[src/rtl/seq_gen_serial_tx_if.sv]
// Handshake/control and serial-stream bundle for seq_gen_serial_tx.
// master = stimulus side, slave = transmitter side.
interface seq_gen_serial_tx_if #(
    parameter int W     = 4,
    parameter int CNT_W = 8
);
    logic             start;
    logic             use_default;
    logic [W-1:0]     pattern;
    logic [CNT_W-1:0] repeat_cnt;
    logic [3:0]       gap;
    logic             out;
    logic             out_valid;
    logic             busy;
    logic             done;
    logic [CNT_W-1:0] frames_sent;

    modport master (
        output start, use_default, pattern, repeat_cnt, gap,
        input  out, out_valid, busy, done, frames_sent
    );

    modport slave (
        input  start, use_default, pattern, repeat_cnt, gap,
        output out, out_valid, busy, done, frames_sent
    );
endinterface

[src/rtl/seq_gen_serial_tx.sv]
// Serial pattern transmitter: W-bit pattern MSB-first, repeated,
// with optional zero-gap bits between repetitions. All outputs registered.
module seq_gen_serial_tx #(
    parameter int             W           = 4,
    parameter logic [W-1:0]   DEF_PATTERN = 4'b1011,
    parameter int             CNT_W       = 8
) (
    input logic                clk,
    input logic                reset_n,
    seq_gen_serial_tx_if.slave bus
);
    localparam int IW = (W > 1) ? $clog2(W) : 1;
    localparam logic [IW-1:0] IDX_MAX = IW'(W - 1);

    localparam logic [1:0] S_IDLE  = 2'd0;
    localparam logic [1:0] S_SHIFT = 2'd1;
    localparam logic [1:0] S_GAP   = 2'd2;
    localparam logic [1:0] S_DONE  = 2'd3;

    logic [1:0]       r_state;
    logic [W-1:0]     r_pat;
    logic [CNT_W-1:0] r_rem;
    logic [3:0]       r_gap;
    logic [3:0]       r_gcnt;
    logic [IW-1:0]    r_idx;
    logic             r_out;
    logic             r_valid;
    logic             r_busy;
    logic             r_done;
    logic [CNT_W-1:0] r_frames;

    always_ff @(posedge clk or negedge reset_n) begin
        if (!reset_n) begin
            r_state  <= S_IDLE;
            r_pat    <= '0;
            r_rem    <= '0;
            r_gap    <= '0;
            r_gcnt   <= '0;
            r_idx    <= '0;
            r_out    <= 1'b0;
            r_valid  <= 1'b0;
            r_busy   <= 1'b0;
            r_done   <= 1'b0;
            r_frames <= '0;
        end else begin
            r_done <= 1'b0;
            unique case (r_state)
                S_IDLE: begin
                    r_out   <= 1'b0;
                    r_valid <= 1'b0;
                    // the cycle showing done is still part of the old transfer
                    if (bus.start && !r_done) begin
                        r_pat    <= bus.use_default ? DEF_PATTERN : bus.pattern;
                        r_rem    <= bus.repeat_cnt;
                        r_gap    <= bus.gap;
                        r_frames <= '0;
                        r_busy   <= 1'b1;
                        r_idx    <= IDX_MAX;
                        r_state  <= (bus.repeat_cnt != '0) ? S_SHIFT : S_DONE;
                    end
                end
                S_SHIFT: begin
                    r_out   <= r_pat[r_idx];
                    r_valid <= 1'b1;
                    if (r_idx == '0) begin
                        if (r_frames != {CNT_W{1'b1}})
                            r_frames <= r_frames + 1'b1;
                        r_rem <= r_rem - 1'b1;
                        if (r_rem == CNT_W'(1)) begin
                            r_state <= S_DONE;
                        end else if (r_gap == '0) begin
                            r_idx <= IDX_MAX;
                        end else begin
                            r_gcnt  <= r_gap;
                            r_state <= S_GAP;
                        end
                    end else begin
                        r_idx <= r_idx - 1'b1;
                    end
                end
                S_GAP: begin
                    r_out   <= 1'b0;
                    r_valid <= 1'b1;
                    r_gcnt  <= r_gcnt - 1'b1;
                    if (r_gcnt == 4'd1) begin
                        r_idx   <= IDX_MAX;
                        r_state <= S_SHIFT;
                    end
                end
                S_DONE: begin
                    r_out   <= 1'b0;
                    r_valid <= 1'b0;
                    r_busy  <= 1'b0;
                    r_done  <= 1'b1;
                    r_state <= S_IDLE;
                end
                default: r_state <= S_IDLE;
            endcase
        end
    end

    assign bus.out         = r_out;
    assign bus.out_valid   = r_valid;
    assign bus.busy        = r_busy;
    assign bus.done        = r_done;
    assign bus.frames_sent = r_frames;

endmodule
[src/flat_wrapper.sv]
// flat-port wrapper written by rule: the top's interface ports become plain ports
module seq_gen_serial_tx_flat 
#(
    parameter int             W           = 4,
    parameter logic [W-1:0]   DEF_PATTERN = 4'b1011,
    parameter int             CNT_W       = 8
)
  (clk, reset_n, bus_start, bus_use_default, bus_pattern, bus_repeat_cnt, bus_gap, bus_out, bus_out_valid, bus_busy, bus_done, bus_frames_sent);
  seq_gen_serial_tx_if #(.W(W), .CNT_W(CNT_W)) bus_i ();
  input logic clk;
  input logic reset_n;
  input wire logic [$bits(bus_i.start)-1:0] bus_start;
  input wire logic [$bits(bus_i.use_default)-1:0] bus_use_default;
  input wire logic [$bits(bus_i.pattern)-1:0] bus_pattern;
  input wire logic [$bits(bus_i.repeat_cnt)-1:0] bus_repeat_cnt;
  input wire logic [$bits(bus_i.gap)-1:0] bus_gap;
  output wire logic [$bits(bus_i.out)-1:0] bus_out;
  output wire logic [$bits(bus_i.out_valid)-1:0] bus_out_valid;
  output wire logic [$bits(bus_i.busy)-1:0] bus_busy;
  output wire logic [$bits(bus_i.done)-1:0] bus_done;
  output wire logic [$bits(bus_i.frames_sent)-1:0] bus_frames_sent;
  assign bus_i.start = bus_start;
  assign bus_i.use_default = bus_use_default;
  assign bus_i.pattern = bus_pattern;
  assign bus_i.repeat_cnt = bus_repeat_cnt;
  assign bus_i.gap = bus_gap;
  assign bus_out = bus_i.out;
  assign bus_out_valid = bus_i.out_valid;
  assign bus_busy = bus_i.busy;
  assign bus_done = bus_i.done;
  assign bus_frames_sent = bus_i.frames_sent;
  seq_gen_serial_tx #(.W(W), .DEF_PATTERN(DEF_PATTERN), .CNT_W(CNT_W)) u_core (.clk(clk), .reset_n(reset_n), .bus(bus_i));
endmodule
[config.mk]
export PLATFORM = sky130hd
export DESIGN_NAME = seq_gen_serial_tx_flat
export DESIGN_NICKNAME = d
export VERILOG_FILES = /design/src/rtl/seq_gen_serial_tx_if.sv /design/src/rtl/seq_gen_serial_tx.sv /design/src/flat_wrapper.sv
export SDC_FILE = /design/constraint.sdc
export NUM_CORES = 1
export LEC_CHECK = 0
export BUFFER_PORTS_ARGS = -buffer_cell sky130_fd_sc_hd__buf_2
export CORE_ASPECT_RATIO = 1.2
export CORE_MARGIN = 5
export CORE_UTILIZATION = 37
export DETAILED_ROUTE_END_ITERATION = 10
export GPL_ROUTABILITY_DRIVEN = 0
export PLACE_DENSITY_LB_ADDON = 0.2
export SYNTH_ARGS = -nofsm -noshare
export SYNTH_HDL_FRONTEND = slang
export SYNTH_SLANG_ARGS = --single-unit
[constraint.sdc]
create_clock -name clk -period 1.8 [get_ports clk]
set_input_delay 0.18 -clock clk [delete_from_list [all_inputs] [get_ports clk]]
set_output_delay 0.18 -clock clk [all_outputs]
set_load 0.02 [all_outputs]
## After elaboration in Yosys (flattened, before gate mapping)

Cells that the tools add are included.

| storage, ports and cells | value |
|---|---|
| flip-flop bits (word level) | 36 |
| output and inout port bits | 12 |

| cells by class | value |
|---|---|
| reductions and logical operators | 20 |
| add/sub/neg operators | 4 |
| equal/unequal tests | 15 |
| order comparisons | 1 |
| multiplexer cells | 32 |

Operator list:

| cell | number |
|---|---|
| $mux 8 | 5 |
| $pmux 8 s2 | 2 |
| $mux 2 | 11 |
| $mux 4 | 4 |
| $reduce_and 4->1 | 3 |
| $add 8x1->8 const B | 1 |
| $eq 8x1->1 const B | 1 |
| $ne 2x1->1 const B | 4 |
| $ne 8x8->1 const B | 1 |
| $pmux 2 s4 | 1 |
| $pmux 4 s2 | 1 |
| $reduce_bool 8->1 | 1 |
| $sub 8x1->8 const B | 1 |
| $ne 3x3->1 const B | 2 |
| $pmux 1 s2 | 3 |
| $pmux 2 s3 | 1 |
| $reduce_bool 2->1 | 3 |
| $reduce_and 5->1 | 1 |
| $eq 2x2->1 const B | 2 |
| $eq 4x1->1 const B | 1 |
| $logic_not 2->1 | 2 |
| $logic_not 4->1 | 1 |
| $ne 2x2->1 const B | 2 |
| $reduce_and 2->1 | 2 |
| 13 further kinds | 16 |

## Logic depth before layout (Yosys ltp)

| logic depth | value |
|---|---|
| depth in word-level cells | 5 |
| depth in mapped cells | 8 |
| gate-level depth less buffers | 6 |

## Least setup slack after synthesis

Ideal clock, no wire load.

| timing path | value |
|---|---|
| path kind | register to register |
| start | reg u_core.r_state[0] |
| end | reg u_core.r_frames[5], in the netlist u_core.bus.frames_sent[5] |
| period minus slack after synthesis | 1.847 ns |
| data arrival time | 1.722 ns |
| setup slack | -0.047 ns |
| buffers on the path | 0 |
| data required time | 1.675 ns |
| cell stages (with the launch flop) | 7 |
| path through | dfrtp_1 > inv_1 > ha_1 > or2_2 > o211ai_1 > nor4_1 > mux2_2 |

| between the ends | value |
|---|---|
| word-level cells in the longest chain between the ends | 3 |
| elaborated cells on any way between the ends | 8 |
| those cells by class | eq/ne (4); mux (1); reduce/logical (3) |

Ends and longest elaborated chain:

| item | line | RTL |
|---|---|---|
| from (decl) | seq_gen_serial_tx.sv:20 | `logic [1:0] r_state;` |
| from (signal assigned) | seq_gen_serial_tx.sv:59 | `r_state <= (bus.repeat_cnt != '0) ? S_SHIFT : S_DONE;` |
| $eq 2x1->1 or $logic_not 2->1 (tied branches) | seq_gen_serial_tx.sv:47 | `unique case (r_state)` |
| $ne 2x1->1 (no line) or $reduce_bool 2->1 (tied branches) | - |  |
| $reduce_and 4->1 (no line) | - |  |
| to (signal assigned) | seq_gen_serial_tx.sv:67 | `r_frames <= r_frames + 1'b1;` |
| to (decl) | seq_gen_serial_tx.sv:30 | `logic [CNT_W-1:0] r_frames;` |

Parallel ways exist; a longest one is shown, timed or not.
A chain may end at the register's enable or synchronous reset.

## Worst setup path after layout

| timing path | value |
|---|---|
| start | reg u_core.r_rem[1] |
| end | reg u_core.r_gcnt[1] |

| between the ends | value |
|---|---|
| word-level cells in the longest chain between the ends | 3 |

Ends and longest elaborated chain:

| item | line | RTL |
|---|---|---|
| from (decl) | seq_gen_serial_tx.sv:22 | `logic [CNT_W-1:0] r_rem;` |
| from (signal assigned) | seq_gen_serial_tx.sv:54 | `r_rem <= bus.repeat_cnt;` |
| from (signal assigned) | seq_gen_serial_tx.sv:68 | `r_rem <= r_rem - 1'b1;` |
| $eq 8x1->1 | seq_gen_serial_tx.sv:69 | `if (r_rem == CNT_W'(1)) begin` |
| $ne 2x2->1 (no line) | - |  |
| $reduce_and 4->1 (no line) | - |  |
| to (signal assigned) | seq_gen_serial_tx.sv:74 | `r_gcnt <= r_gap;` |
| to (signal assigned) | seq_gen_serial_tx.sv:84 | `r_gcnt <= r_gcnt - 1'b1;` |
| to (decl) | seq_gen_serial_tx.sv:24 | `logic [3:0] r_gcnt;` |

Every way passes these cells.

==> out/results.tsv <==
metric	value	unit
pre-CTS setup slack	-0.0634	ns
Setup Crit Path Kind	reg -> reg	
Critical Path AT	1.95	ns
clock sink total	36	
CTS tree	built	
crit-path cells	inv_2, ha_4, or3b_4, o211ai_4, mux2i_1, a211oi_2	
syn_area_per_cell	9.42	um2
crit-path max cell delay	0.42	ns
Post-route DRC	0	
clock power share	41.9	%
DRT iter0 DRCs	81	
EDFF count, synth	0	
num rows	30	
gr busiest metal	met2	
Starting Density	38.4	%
drt total wl	5560	um
Min Hold Slack	0.122	ns
Mapped Area	2200	um2
RSZ-0062 raised after global routing	yes	
Antenna diodes	0	
DRT Pass-1 Iters	4	
CTS clock-pin slew for the worst setup and hold paths	0.07	ns
vias in the first global route	1979	
cell internal pwr	1.17	mW
register area share after synthesis	40.9	%
via count	2067	
max cap viols	0	
grt ovf	0	
wire length per cell	14.1	um
Net Sw Frac	20.9	%
die height	94.5	um
CTS max path bufs	2	
Fin Setup TNS	0	ns
Setup-failing EPs final	0	
antenna viol nets, final	0	
Max Fclk	562	MHz
CTS root buf	clkbuf_8	
Mapped Cells	234	
Syn-to-layout area delta	40.7	%
core area	5740	um2
Leak	1.36	nW
Max-Slew Margin vs Limit	71.8	%
Required @ worst endpoint	1.97	ns
Synth async-reset ratio	100	%
Crit-path slowest cell	or3b_4	
filler cell count	554	
first-pass GRT wire length	9220	um
CP Capture Type	flop	
Slew Limit Fails	0	
Least-Margin Pin Slew	0.420	ns
Synthesized Nets	265	
antenna violations before repair	0	
DIE WIDTH	80.4	um
grt met3 use	3.44	%
cell area power density	479	nW/um2
CTS H-tree depth	2	
peak supply drop	0.327	mV
share of layout cells above drive strength 1	41.6	%
cell area after layout	3100	um2
Worst Skew	0.00787	ns
Hold Crit Class	in -> reg	
clk_lat worst skew	0.29	ns
Seq cells post-synth	36	
largest net degree at the start of global routing	37	
vias per cell	5.23	
Startpoint Class	flop	
outcome	finished, final reports clean	
yosys warns	0	
critical path fanouts, max	5	
Top Ports	32	
Comb power frac	3.6	%
GRT met1 Usage	19.5	%
GR Util met2	25.2	%
sequential fraction of design power	54.5	%
final hold vios	0	
Pwr Total	1.48	mW
HPWL after detailed placement	4060	um
final cycle utilization of the critical path	98.8	%
GRT Util Overall	15.5	%
port bufs	31	
PnR worst setup slack	0.0217	ns
Num CTS Buffers	5	
Die ar.	7600	um2
fin crit period	1.78	ns
Layout Nets	346	
P_sw	311	uW
main flop type after synthesis	dfrtp_1	
Distinct cells, synth	58	
post-placement cell area	2750	um2
## state kept, by name (all words and copies together), names as in the netlist, 2 cells and up
register,cells
u_core.r_state,2
u_core.r_gap,4
u_core.r_pat,4
u_core.bus.frames_sent,8
u_core.r_gcnt,4
u_core.r_idx,2
u_core.r_rem,8
## kinds of logic after synthesis
logic type	share of synthesized area, %
AND/OR/NAND/NOR	20.3
AO/OA/AOI/OAI	24.2
buffers and inverters	4.32
adder cells (fa/ha/maj)	6.25
multiplexers	4.03
flip-flops	40.9
## path summary, 6_finish.rpt
kind,from,endpoint,slack [ns],cells past startpoint
max in group asynchronous,reset_n,u_core.bus.busy$_DFFE_PN0P_,1.22,3
min in group asynchronous,reset_n,u_core.bus.frames_sent[4]$_DFFE_PN0P_,0.38,3
worst max-delay path,u_core.r_rem[1]$_DFFE_PN0P_,u_core.r_gcnt[1]$_DFFE_PN0P_,0.02,6
worst min-delay path,bus_gap[0],u_core.r_gap[0]$_DFFE_PN0P_,0.12,2
worst max register to register,u_core.r_rem[1]$_DFFE_PN0P_,u_core.r_gcnt[1]$_DFFE_PN0P_,0.02,6
worst min register to register,u_core.r_pat[1]$_DFFE_PN0P_,u_core.r_pat[1]$_DFFE_PN0P_,0.48,2
## cell usage in the layout (no fill, tap or decap), types with 3 or more instances in the layout
| cell type | count |
|---|---|
| or4_1 | 3 |
| inv_2 | 4 |
| ha_4 | 4 |
| a21oi_1 | 15 |
| nand2_1 | 14 |
| nor2_1 | 12 |
| mux2_2 | 5 |
| dfrtp_1 | 36 |
| buf_4 | 47 |
| o21ai_0 | 19 |
| buf_6 | 3 |
| buf_2 | 31 |
| nor3_1 | 8 |
| nor2b_1 | 5 |
| o22ai_1 | 3 |
| clkbuf_8 | 7 |
| nand2b_1 | 7 |
| ha_1 | 6 |
| and3_1 | 3 |
| inv_1 | 10 |
| nand3_1 | 7 |
| o211ai_1 | 3 |
## critical path, delay by kind of cell, from the launching register on
kind / cells / cell delay, ns
and+or+nand+nor: 1 / 0.42
DFF: 1 / 0.39
AOI/OAI and AO/OA: 2 / 0.39
muxes: 1 / 0.25
adders and majority gates: 1 / 0.13
buffers and inverters: 1 / 0.09
## through the flow
step                cells  util (%)
finish                395      54.0
global route          395      54.0
CTS                   388      50.6
detailed placement    379      48.0
global placement      379      48.0
floorplan             234         -
## power by group through the flow
| stage | clock (mW) | sequential (mW) | combinational [mW] |
|---|---|---|---|
| 6_report | 0.621 | 0.809 | 0.0541 |
| 5_1_grt | 0.684 | 0.808 | 0.0629 |
| 4_1_cts | 0.647 | 0.808 | 0.0562 |
| 3_5_place_dp | 0 | 0.824 | 0.0541 |
| 3_3_place_gp | 0 | 0.824 | 0.0537 |
| 2_1_floorplan | 0 | 0.824 | 0.00701 |
## cell type report
cell class	count	area [um2]	share of cell area, %
sequential	36	901	29.1
tap	80	100	3.23
multi-input combinational	175	1380	44.5
inverter	14	52.6	1.69
clock buffer	7	96.3	3.11
timing repair buffer	83	572	18.4
## Yosys cell counts, types with 2 or more instances
master	n	area share (%)
o21ai_0	20	4.5
o22ai_1	3	0.85
dfrtp_1	36	41
or4_4	2	1.0
nor2_1	13	2.2
o311ai_1	2	0.80
o211ai_1	3	1.0
ha_1	11	6.2
and3_1	3	0.85
nor3_1	9	2.0
nand3_1	7	1.6
a21oi_1	17	3.9
mux2_2	5	2.6
nor4_1	3	0.85
o2111ai_1	3	1.2
nor2b_1	5	1.4
inv_1	14	2.4
a2bb2oi_1	2	0.80
o31a_1	2	0.80
or4_1	3	1.0
nand2b_1	8	2.3
nand2_1	15	2.6
and2_1	3	0.85
o31ai_1	2	0.68
or3_1	2	0.57
clkbuf_1	7	1.2
o211a_1	2	0.91
a22oi_1	2	0.68
## routing by layer
metal  vias to the layer above  part of all wire (%)
met4                         0                   1.6
met1                       990                    46
met2                        29                    49
met3                         9                   3.5
met5                         -                     0
li1                       1039                     -
## timing repair
| action | CTS | global route |
|---|---|---|
| pin swaps | 2 | 13 |
| gates resized for setup | 7 | 31 |
| hold buffers | 1 | 0 |
| buffers inserted | 1 | 7 |
| setup endpoints to repair | 8 | 15 |
| endpoints found under the hold margin | 36 | 0 |
No activity file was read; power rests on OpenSTA's default activity.
